==> src/rtl/dac_sample_tx.sv <==
// dac_sample_tx
// Transmit end of the 8-bit parallel converter path. Samples arrive from
// fabric over a valid/ready handshake into a small FIFO. An update engine
// pops one sample per period of P = max(div,1)+1 clocks. It drives the
// sample onto the DAC data pins together with a forwarded latch clock,
// whose rising edge sits in the middle of the data eye.
//
// Handshake: a transfer happens on a rising clk_pin_p edge where s_valid
// and s_ready are both high. s_ready depends only on the registered FIFO
// level, never on s_valid. The source must hold s_data stable while
// s_valid is high and s_ready is low.
//
// Optional feature: define DAC_TX_OFFSET_BIN_EN to treat samples as two's
// complement and emit offset binary (MSB inverted, idle code 8'h80).
// Otherwise samples pass straight through and the idle code is 8'h00.
//
// Ports
//   clk_pin_p     system clock, rising edge
//   rst_pin       asynchronous active-low reset
//   s_data        sample input
//   s_valid       s_data is valid
//   s_ready       FIFO not full
//   enable        run the update engine
//   div           update period select, P = max(div,1)+1
//   underrun_clr  pulse that clears underrun
//   dac_data      registered DAC data pins
//   dac_clk       registered forwarded DAC latch clock
//   underrun      sticky: an update tick found the FIFO empty
//   fifo_level    FIFO occupancy
//   fsm_state     debug view of the engine state (0 = IDLE, 1 = RUN)
module dac_sample_tx #(
  parameter int DATA_W     = 8,
  parameter int FIFO_DEPTH = 8,
  parameter int DIV_W      = 8,
  localparam int PTR_W     = $clog2(FIFO_DEPTH),
  localparam int LVL_W     = PTR_W + 1
) (
  input  logic              clk_pin_p,
  input  logic              rst_pin,
  input  logic [DATA_W-1:0] s_data,
  input  logic              s_valid,
  output logic              s_ready,
  input  logic              enable,
  input  logic [DIV_W-1:0]  div,
  input  logic              underrun_clr,
  output logic [DATA_W-1:0] dac_data,
  output logic              dac_clk,
  output logic              underrun,
  output logic [LVL_W-1:0]  fifo_level,
  output logic              fsm_state
);

`ifdef DAC_TX_OFFSET_BIN_EN
  localparam logic [DATA_W-1:0] ZERO_CODE = {1'b1, {(DATA_W-1){1'b0}}};
`else
  localparam logic [DATA_W-1:0] ZERO_CODE = '0;
`endif

  localparam logic [DIV_W-1:0] ONE_DIV = {{(DIV_W-1){1'b0}}, 1'b1};

  typedef enum logic {IDLE = 1'b0, RUN = 1'b1} state_t;

  state_t              state, state_nxt;
  logic [DIV_W-1:0]    cnt, cnt_nxt;
  logic [DIV_W-1:0]    div_q, div_q_nxt;
  logic [DIV_W-1:0]    p_last, p_last_nxt;
  logic [DIV_W:0]      half_nxt;
  logic                tick, dac_clk_nxt;
  logic                push, pop, fifo_empty;
  logic [PTR_W-1:0]    wr_ptr, rd_ptr;
  logic [DATA_W-1:0]   mem [FIFO_DEPTH];

  function automatic logic [DATA_W-1:0] to_code(input logic [DATA_W-1:0] x);
`ifdef DAC_TX_OFFSET_BIN_EN
    return {~x[DATA_W-1], x[DATA_W-2:0]};
`else
    return x;
`endif
  endfunction

  assign fsm_state  = (state == RUN);
  assign fifo_empty = (fifo_level == '0);
  assign s_ready    = (fifo_level != LVL_W'(FIFO_DEPTH));
  assign push       = s_valid && s_ready;
  assign pop        = tick && !fifo_empty;

  // P-1 for the period currently running.
  assign p_last = (div_q == '0) ? ONE_DIV : div_q;

  // State register
  always_ff @(posedge clk_pin_p or negedge rst_pin) begin
    if (!rst_pin) state <= IDLE;
    else          state <= state_nxt;
  end

  // Next-state logic
  always_comb begin
    state_nxt = state;
    case (state)
      IDLE:    if (enable)  state_nxt = RUN;
      RUN:     if (!enable) state_nxt = IDLE;
      default: state_nxt = IDLE;
    endcase
  end

  // Output / period logic. Dropping enable abandons the period at once,
  // so a tick needs enable high in its cycle as well.
  always_comb begin
    cnt_nxt   = '0;
    div_q_nxt = div_q;
    tick      = 1'b0;
    if (state == RUN && enable) begin
      if (cnt == p_last) begin
        tick      = 1'b1;
        div_q_nxt = div;
      end else begin
        cnt_nxt = cnt + 1'b1;
      end
    end else if (state == IDLE && enable) begin
      div_q_nxt = div;
    end
    // The latch clock is registered, so it is derived from the values
    // cnt and div_q take on the coming edge. That keeps it aligned with cnt.
    p_last_nxt  = (div_q_nxt == '0) ? ONE_DIV : div_q_nxt;
    half_nxt    = ({1'b0, p_last_nxt} + 1'b1) >> 1;
    dac_clk_nxt = (state_nxt == RUN) && ({1'b0, cnt_nxt} >= half_nxt);
  end

  // Datapath registers
  always_ff @(posedge clk_pin_p or negedge rst_pin) begin
    if (!rst_pin) begin
      cnt        <= '0;
      div_q      <= '0;
      dac_clk    <= 1'b0;
      dac_data   <= ZERO_CODE;
      underrun   <= 1'b0;
      wr_ptr     <= '0;
      rd_ptr     <= '0;
      fifo_level <= '0;
    end else begin
      cnt     <= cnt_nxt;
      div_q   <= div_q_nxt;
      dac_clk <= dac_clk_nxt;
      if (pop) begin
        dac_data <= to_code(mem[rd_ptr]);
        rd_ptr   <= rd_ptr + 1'b1;
      end
      if (push) wr_ptr <= wr_ptr + 1'b1;
      case ({push, pop})
        2'b10:   fifo_level <= fifo_level + 1'b1;
        2'b01:   fifo_level <= fifo_level - 1'b1;
        default: fifo_level <= fifo_level;
      endcase
      // A set in the same cycle as a clear takes priority.
      if (tick && fifo_empty) underrun <= 1'b1;
      else if (underrun_clr)  underrun <= 1'b0;
    end
  end

  // Sample storage; contents need no reset.
  always_ff @(posedge clk_pin_p) begin
    if (push) mem[wr_ptr] <= s_data;
  end

endmodule

==> config.mk <==
export PLATFORM = sky130hd
export DESIGN_NAME = dac_sample_tx
export DESIGN_NICKNAME = d
export VERILOG_FILES = /design/src/rtl/dac_sample_tx.sv
export SDC_FILE = /design/constraint.sdc
export NUM_CORES = 1
export LEC_CHECK = 0
export ABC_CLOCK_PERIOD_IN_PS = 4100
export CORE_MARGIN = 5
export CORE_UTILIZATION = 50
export CTS_CLUSTER_SIZE = 8
export DETAILED_ROUTE_END_ITERATION = 10
export PLACE_DENSITY = 0.69
export SLEW_MARGIN = 30
export SYNTH_ARGS = -nofsm -noshare
export SYNTH_HDL_FRONTEND = slang
export SYNTH_SLANG_ARGS = --single-unit
==> constraint.sdc <==
create_clock -name clk_pin_p -period 4.1 [get_ports clk_pin_p]
set_input_delay 1.025 -clock clk_pin_p [delete_from_list [all_inputs] [get_ports clk_pin_p]]
set_output_delay 1.025 -clock clk_pin_p [all_outputs]
set_load 0.02 [all_outputs]
=== After elaboration in Yosys (flattened, before gate mapping) ===
Memory sizes are Yosys's and may differ from the RTL's. A register that Yosys moved wholly into a read port is not among the register bits.
Cells that the tools add are included.
W data, S select, Z words.

* Div/mod/pow operators: 0
* Bitwise logic cells: 1
* $lt $le $gt $ge: 1
* Multipliers: 0
* Shift-type cells: 0
* Muxes and demuxes: 15
* Eq/ne operators: 4
* Add/sub/neg operators: 6
* Reduce and logical (&&, ||, !) cells: 13

{| class="wikitable"
|+ Operators by type and width
! operator !! number
|-
| $mux W8 || 7
|-
| $logic_not A8 Y1 || 2
|-
| $add A8 B1 Y9 const B || 1
|-
| $add A8 B1 Y8 const B || 1
|-
| $eq A8 B8 Y1 || 1
|-
| $ge A8 B8 Y1 || 1
|-
| $pmux W4 S2 || 1
|-
| $mux W1 || 7
|-
| $add A3 B1 Y3 const B || 2
|-
| $logic_and A1 B1 Y1 || 6
|-
| $add A4 B1 Y4 const B || 1
|-
| $logic_not A4 Y1 || 1
|-
| $ne A4 B4 Y1 const B || 1
|-
| $reduce_bool A2 Y1 || 2
|-
| $sub A4 B1 Y4 const B || 1
|-
| $eq A2 B1 Y1 const B || 1
|-
| $eq A2 B2 Y1 const B || 1
|-
| $logic_not A1 Y1 || 2
|-
| $not A1 Y1 || 1
|}

* Memories kept: 1
* Latch bits: 0
* Bits of input ports: 21
* Output and inout bits: 16
* ROM bits: 0
* RAM bits: 64
* Flip-flop bits (word level): 29
* Word-level logic and storage cells: 49

{| class="wikitable"
|+ Memories
! memory !! words !! width !! read ports !! clocked after memory_dff !! wr ports !! RTL line !! RTL
|-
| mem || 8 || 8 || 1 || 1 || 1 || 71 || <nowiki>logic [DATA_W-1:0] mem [FIFO_DEPTH];</nowiki>
|}

=== Logic depth before layout (Yosys ltp) ===
* Depth in word-level cells: 10
* Mapped depth: 16
* Mapped depth without buffers: 14

=== Least setup slack after synthesis ===
Ideal clock, no wire load.

* Kind: input -> register
* Start point: input port enable
* End point: register dac_clk
* Path buffers: 1
* Setup slack: 0.862 ns
* Stages on the path: 13
* Arrival: 3.114 ns
* Required time: 3.977 ns
* Path through: nand4b_1 -> o41ai_4 -> buf_6 -> mux2i_1 -> o21ai_1 -> o22a_1 -> ha_1 -> a21o_1 -> a21oi_1 -> nor2b_1 -> o21ai_0 -> a21o_1 -> a21oi_1

* Cells in the longest elaborated chain, start to end: 8

{| class="wikitable"
|+ Ends and longest elaborated chain
! element !! RTL line !! RTL
|-
| start: declaration || 43 || <nowiki>input logic enable,</nowiki>
|-
| $logic_and A1 B1 Y1 || 119 || <nowiki>end else if (state == IDLE && enable) begin</nowiki>
|-
| $mux W8 || 119 ||
|-
| $mux W8 || 112 || <nowiki>if (state == RUN && enable) begin</nowiki>
|-
| $logic_not A8 Y1 || 124 || <nowiki>p_last_nxt = (div_q_nxt == '0) ? ONE_DIV : div_q_nxt;</nowiki>
|-
| $mux W8 || 124 ||
|-
| $add A8 B1 Y9 || 125 || <nowiki>half_nxt = ({1'b0, p_last_nxt} + 1'b1) >> 1;</nowiki>
|-
| $ge A8 B8 Y1 || 126 || <nowiki>dac_clk_nxt = (state_nxt == RUN) && ({1'b0, cnt_nxt} >= half_nxt);</nowiki>
|-
| $logic_and A1 B1 Y1 * || 126 ||
|-
| via dac_clk_nxt || 68 || <nowiki>logic tick, dac_clk_nxt;</nowiki>
|-
| end signal: assignment || 143 || <nowiki>dac_clk <= dac_clk_nxt;</nowiki>
|-
| end: declaration || 47 || <nowiki>output logic dac_clk,</nowiki>
|}

The timed path passes the listed nets; every way through them passes the cells marked *.
A chain may end at the register's enable or synchronous reset.

=== Worst setup path in the final report ===
* Start point: input port enable
* End point: register dac_clk

* Cells in the longest elaborated chain, start to end: 8

{| class="wikitable"
|+ Ends and longest elaborated chain
! element !! RTL line !! RTL
|-
| $logic_and A1 B1 Y1 || 119 ||
|-
| $mux W8 || 119 ||
|-
| $mux W8 * || 112 ||
|-
| via div_q_nxt[2] || 65 || <nowiki>logic [DIV_W-1:0] div_q, div_q_nxt;</nowiki>
|-
| $logic_not A8 Y1 || 124 ||
|-
| $mux W8 * || 124 ||
|-
| $add A8 B1 Y9 * || 125 ||
|-
| $ge A8 B8 Y1 * || 126 ||
|-
| $logic_and A1 B1 Y1 * || 126 ||
|-
| via dac_clk_nxt || 68 ||
|}

Marks and branches as above.

==> impl_metrics.toml <==
[clock_network]
cts_buffers = 9
clkSinkCount = 101
cts-resized-gates = 0
worst_setup_hold_path_clk_slew_ps = 110
cts_buffer_depth = 2
cts_root_buf = "clkbuf_8"
cts_tree = "done"
clk_latency_ps = 370
cts_hold_buffers = 0
htree_levels = 3
cts_setup_buffers = 0

[die]
initial_utilization_pct = 51.62
rows = 34
fp.dieH_um = 105.3
die_area_um2 = 11100
die_w_um = 105.3
ios = 37
core_um2 = 8806

[timing]
worst_pin_slew_ps = 838.4
finalMaxSlewViolations = 0
finalSetupTns_ps = 0
clock_skew_ps = 13.34
finalHoldViolations = 0
period_minus_slack_ps = 3662
slew_headroom_pct = 43.90
setup_violations = 0
fmax_mhz = 273.1
timing.final.crit_share_pct = 89.32
rsz0062_at_grt = "false"

[hold_path]
min_path_cells = 1
hold_class = "register to register"

[finish]
syn_to_final_growth_pct = 16.41
final.fill_count = 665
nets = 394
drive_gt1_share_pct = 15.98
fin_cells = 471
final_cell_mix = "64 x edfxtp_1, 37 x dfrtp_1, 35 x clkdlybuf4s50_1, 31 x nor2_1, 16 x mux4_2"
layout_commonest_cell = "edfxtp_1"
antenna_cells = 0

[routing]
wl_per_cell_um = 17.83
routed_wl_um = 8400
dr.pass1.iters = 4
antenna_left = 0
drt_iter0_drc = 109
drc = 0
num_vias = 2620
via_per_inst = 5.563

[worst_setup_path]
cp_max_fo = 6
required_ps = 4360
end_kind = "register"
critPathKind = "input port to register"
reg2regPathDepth = 15
cp.arrival_ps = 3920
start_kind = "input port"

[synthesis]
netlist_area_um2 = 4546
synth.avg_cell_area_um2 = 14.71
ys_warn_count = 0
ys_seq_area_share_pct = 62.65
ys.flop_type = "edfxtp_1"
yosys.cell_types.count = 42
async_flop_share_pct = 36.63
synthCells = 309
synth_edf_count = 64
synth-seq-cells = 101
synth_nets = 345

[global_routing]
grt_pass1_wl_um = 14190
antenna_found_initial = 0
first_global_vias = 2702
grt_usage_pct = 16.45
gr-total-overflow = 0
grt_max_degree = 38

[placement]
gp_congestion = 0.7826
place_inst = 455
hpwl_um = 5656
port_buffers = 36

[pwr]
p_sw_uw = 805.5
power_frac_seq_pct = 52.3
combinationalPowerShare_pct = 23.3
p_int_uw = 1788
power_leakage_uw = 0.001958
p_sw_share_pct = 31.06
ir_worst_vdd_v = 0.0002547
power.density_nw_per_um2 = 490.1
clock_power_share_pct = 24.4

[run]
maxCapViolCount = 0

[status]
status = "finished clean"
[logic make-up after synthesis]
kind of cell | Yosys count | synth area share, %
mux | 39 | 13.35
flops | 101 | 62.65
fa+ha+maj | 15 | 4.294
simple gates | 84 | 9.304
buf+inv | 19 | 1.761
xor+xnor | 24 | 4.624
compound gates | 27 | 4.019
[cell type report]
| type | instances | area, um2 | area share, % |
|---|---|---|---|
| flip-flops and latches | 101 | 2848 | 53.82 |
| multi-input cells | 189 | 1623 | 30.67 |
| repair buffers | 47 | 440.4 | 8.323 |
| well taps | 108 | 135.1 | 2.554 |
| clock buffers | 9 | 123.9 | 2.341 |
| clock inverters | 7 | 83.83 | 1.584 |
| inverters | 10 | 37.54 | 0.7094 |
[power by group through the flow]
stage          Sequential (uW)  Combinational (uW)  Clock (uW)
5_1_grt                   1380                 670         707
3_5_place_dp              1380                 616           0
4_1_cts                   1360                 617         654
2_1_floorplan             1390                 353           0
3_3_place_gp              1370                 604           0
6_report                  1360                 605         634
[synth_stat cells, types with 7 or more instances]
master	n	area share [%]
a21oi_1	12	1.3
dfrtp_1	37	20
edfxtp_1	64	42
ha_1	14	3.9
inv_1	10	0.83
mux2i_1	15	3.3
mux4_2	16	7.9
nand2_1	13	1.1
nand3_1	9	0.99
nor2_1	31	2.6
nor3_1	7	0.77
xnor2_1	15	2.9
xor2_1	9	1.7
[routing by layer]
metal	wire length, um	vias to the layer above	global-route usage [%]
met5	0	-	0
met4	79	0	3.936
met3	327	7	3.912
met2	4043	41	25.41
met1	3949	1321	23.74
li1	-	1251	-
[worst paths after layout]
check	to	slack (ps)	start
worst max-delay path	dac_clk	440	enable
worst min-delay path	underrun	530	underrun
worst max register to register	dac_clk	600	div_q[2]
worst min register to register	underrun	530	underrun
max in group asynchronous	dac_data[4]	3110	rst_pin
min in group asynchronous	cnt[7]	610	rst_pin
[through the flow]
step                      setup slack, ps  total power (uW)  util [%]  cell area (um2)  hold WS [ps]
after floorplan                     862.1              1747         -             4546         526.3
after global placement              142.0              1978     57.70             5081         495.5
after detailed placement            31.98              1993     57.70             5081         500.9
after CTS                           434.3              2626     60.06             5289         529.7
after global routing                231.1              2754     60.09             5291         546.2
final                               438.1              2593     60.09             5291         526.1
[worst max-delay path: stages]
cell and delay (ps):
clkdlybuf4s50_1 480, nand4b_1 150, o41ai_4 470, buf_4 260
mux2i_1 250, inv_1 80, nor2_1 110, o22a_1 160
ha_1 220, a21o_1 160, a21oi_1 170, nor2b_1 60
o21ai_0 150, a21o_1 130, a21oi_1 50
[state kept, by name (all words and copies together), names as in the netlist, 3 cells and up]
signal / flops
mem: 64
cnt: 8
dac_data: 8
div_q: 8
fifo_level: 4
rd_ptr: 3
wr_ptr: 3
No activity file was read; power rests on OpenSTA's default activity.
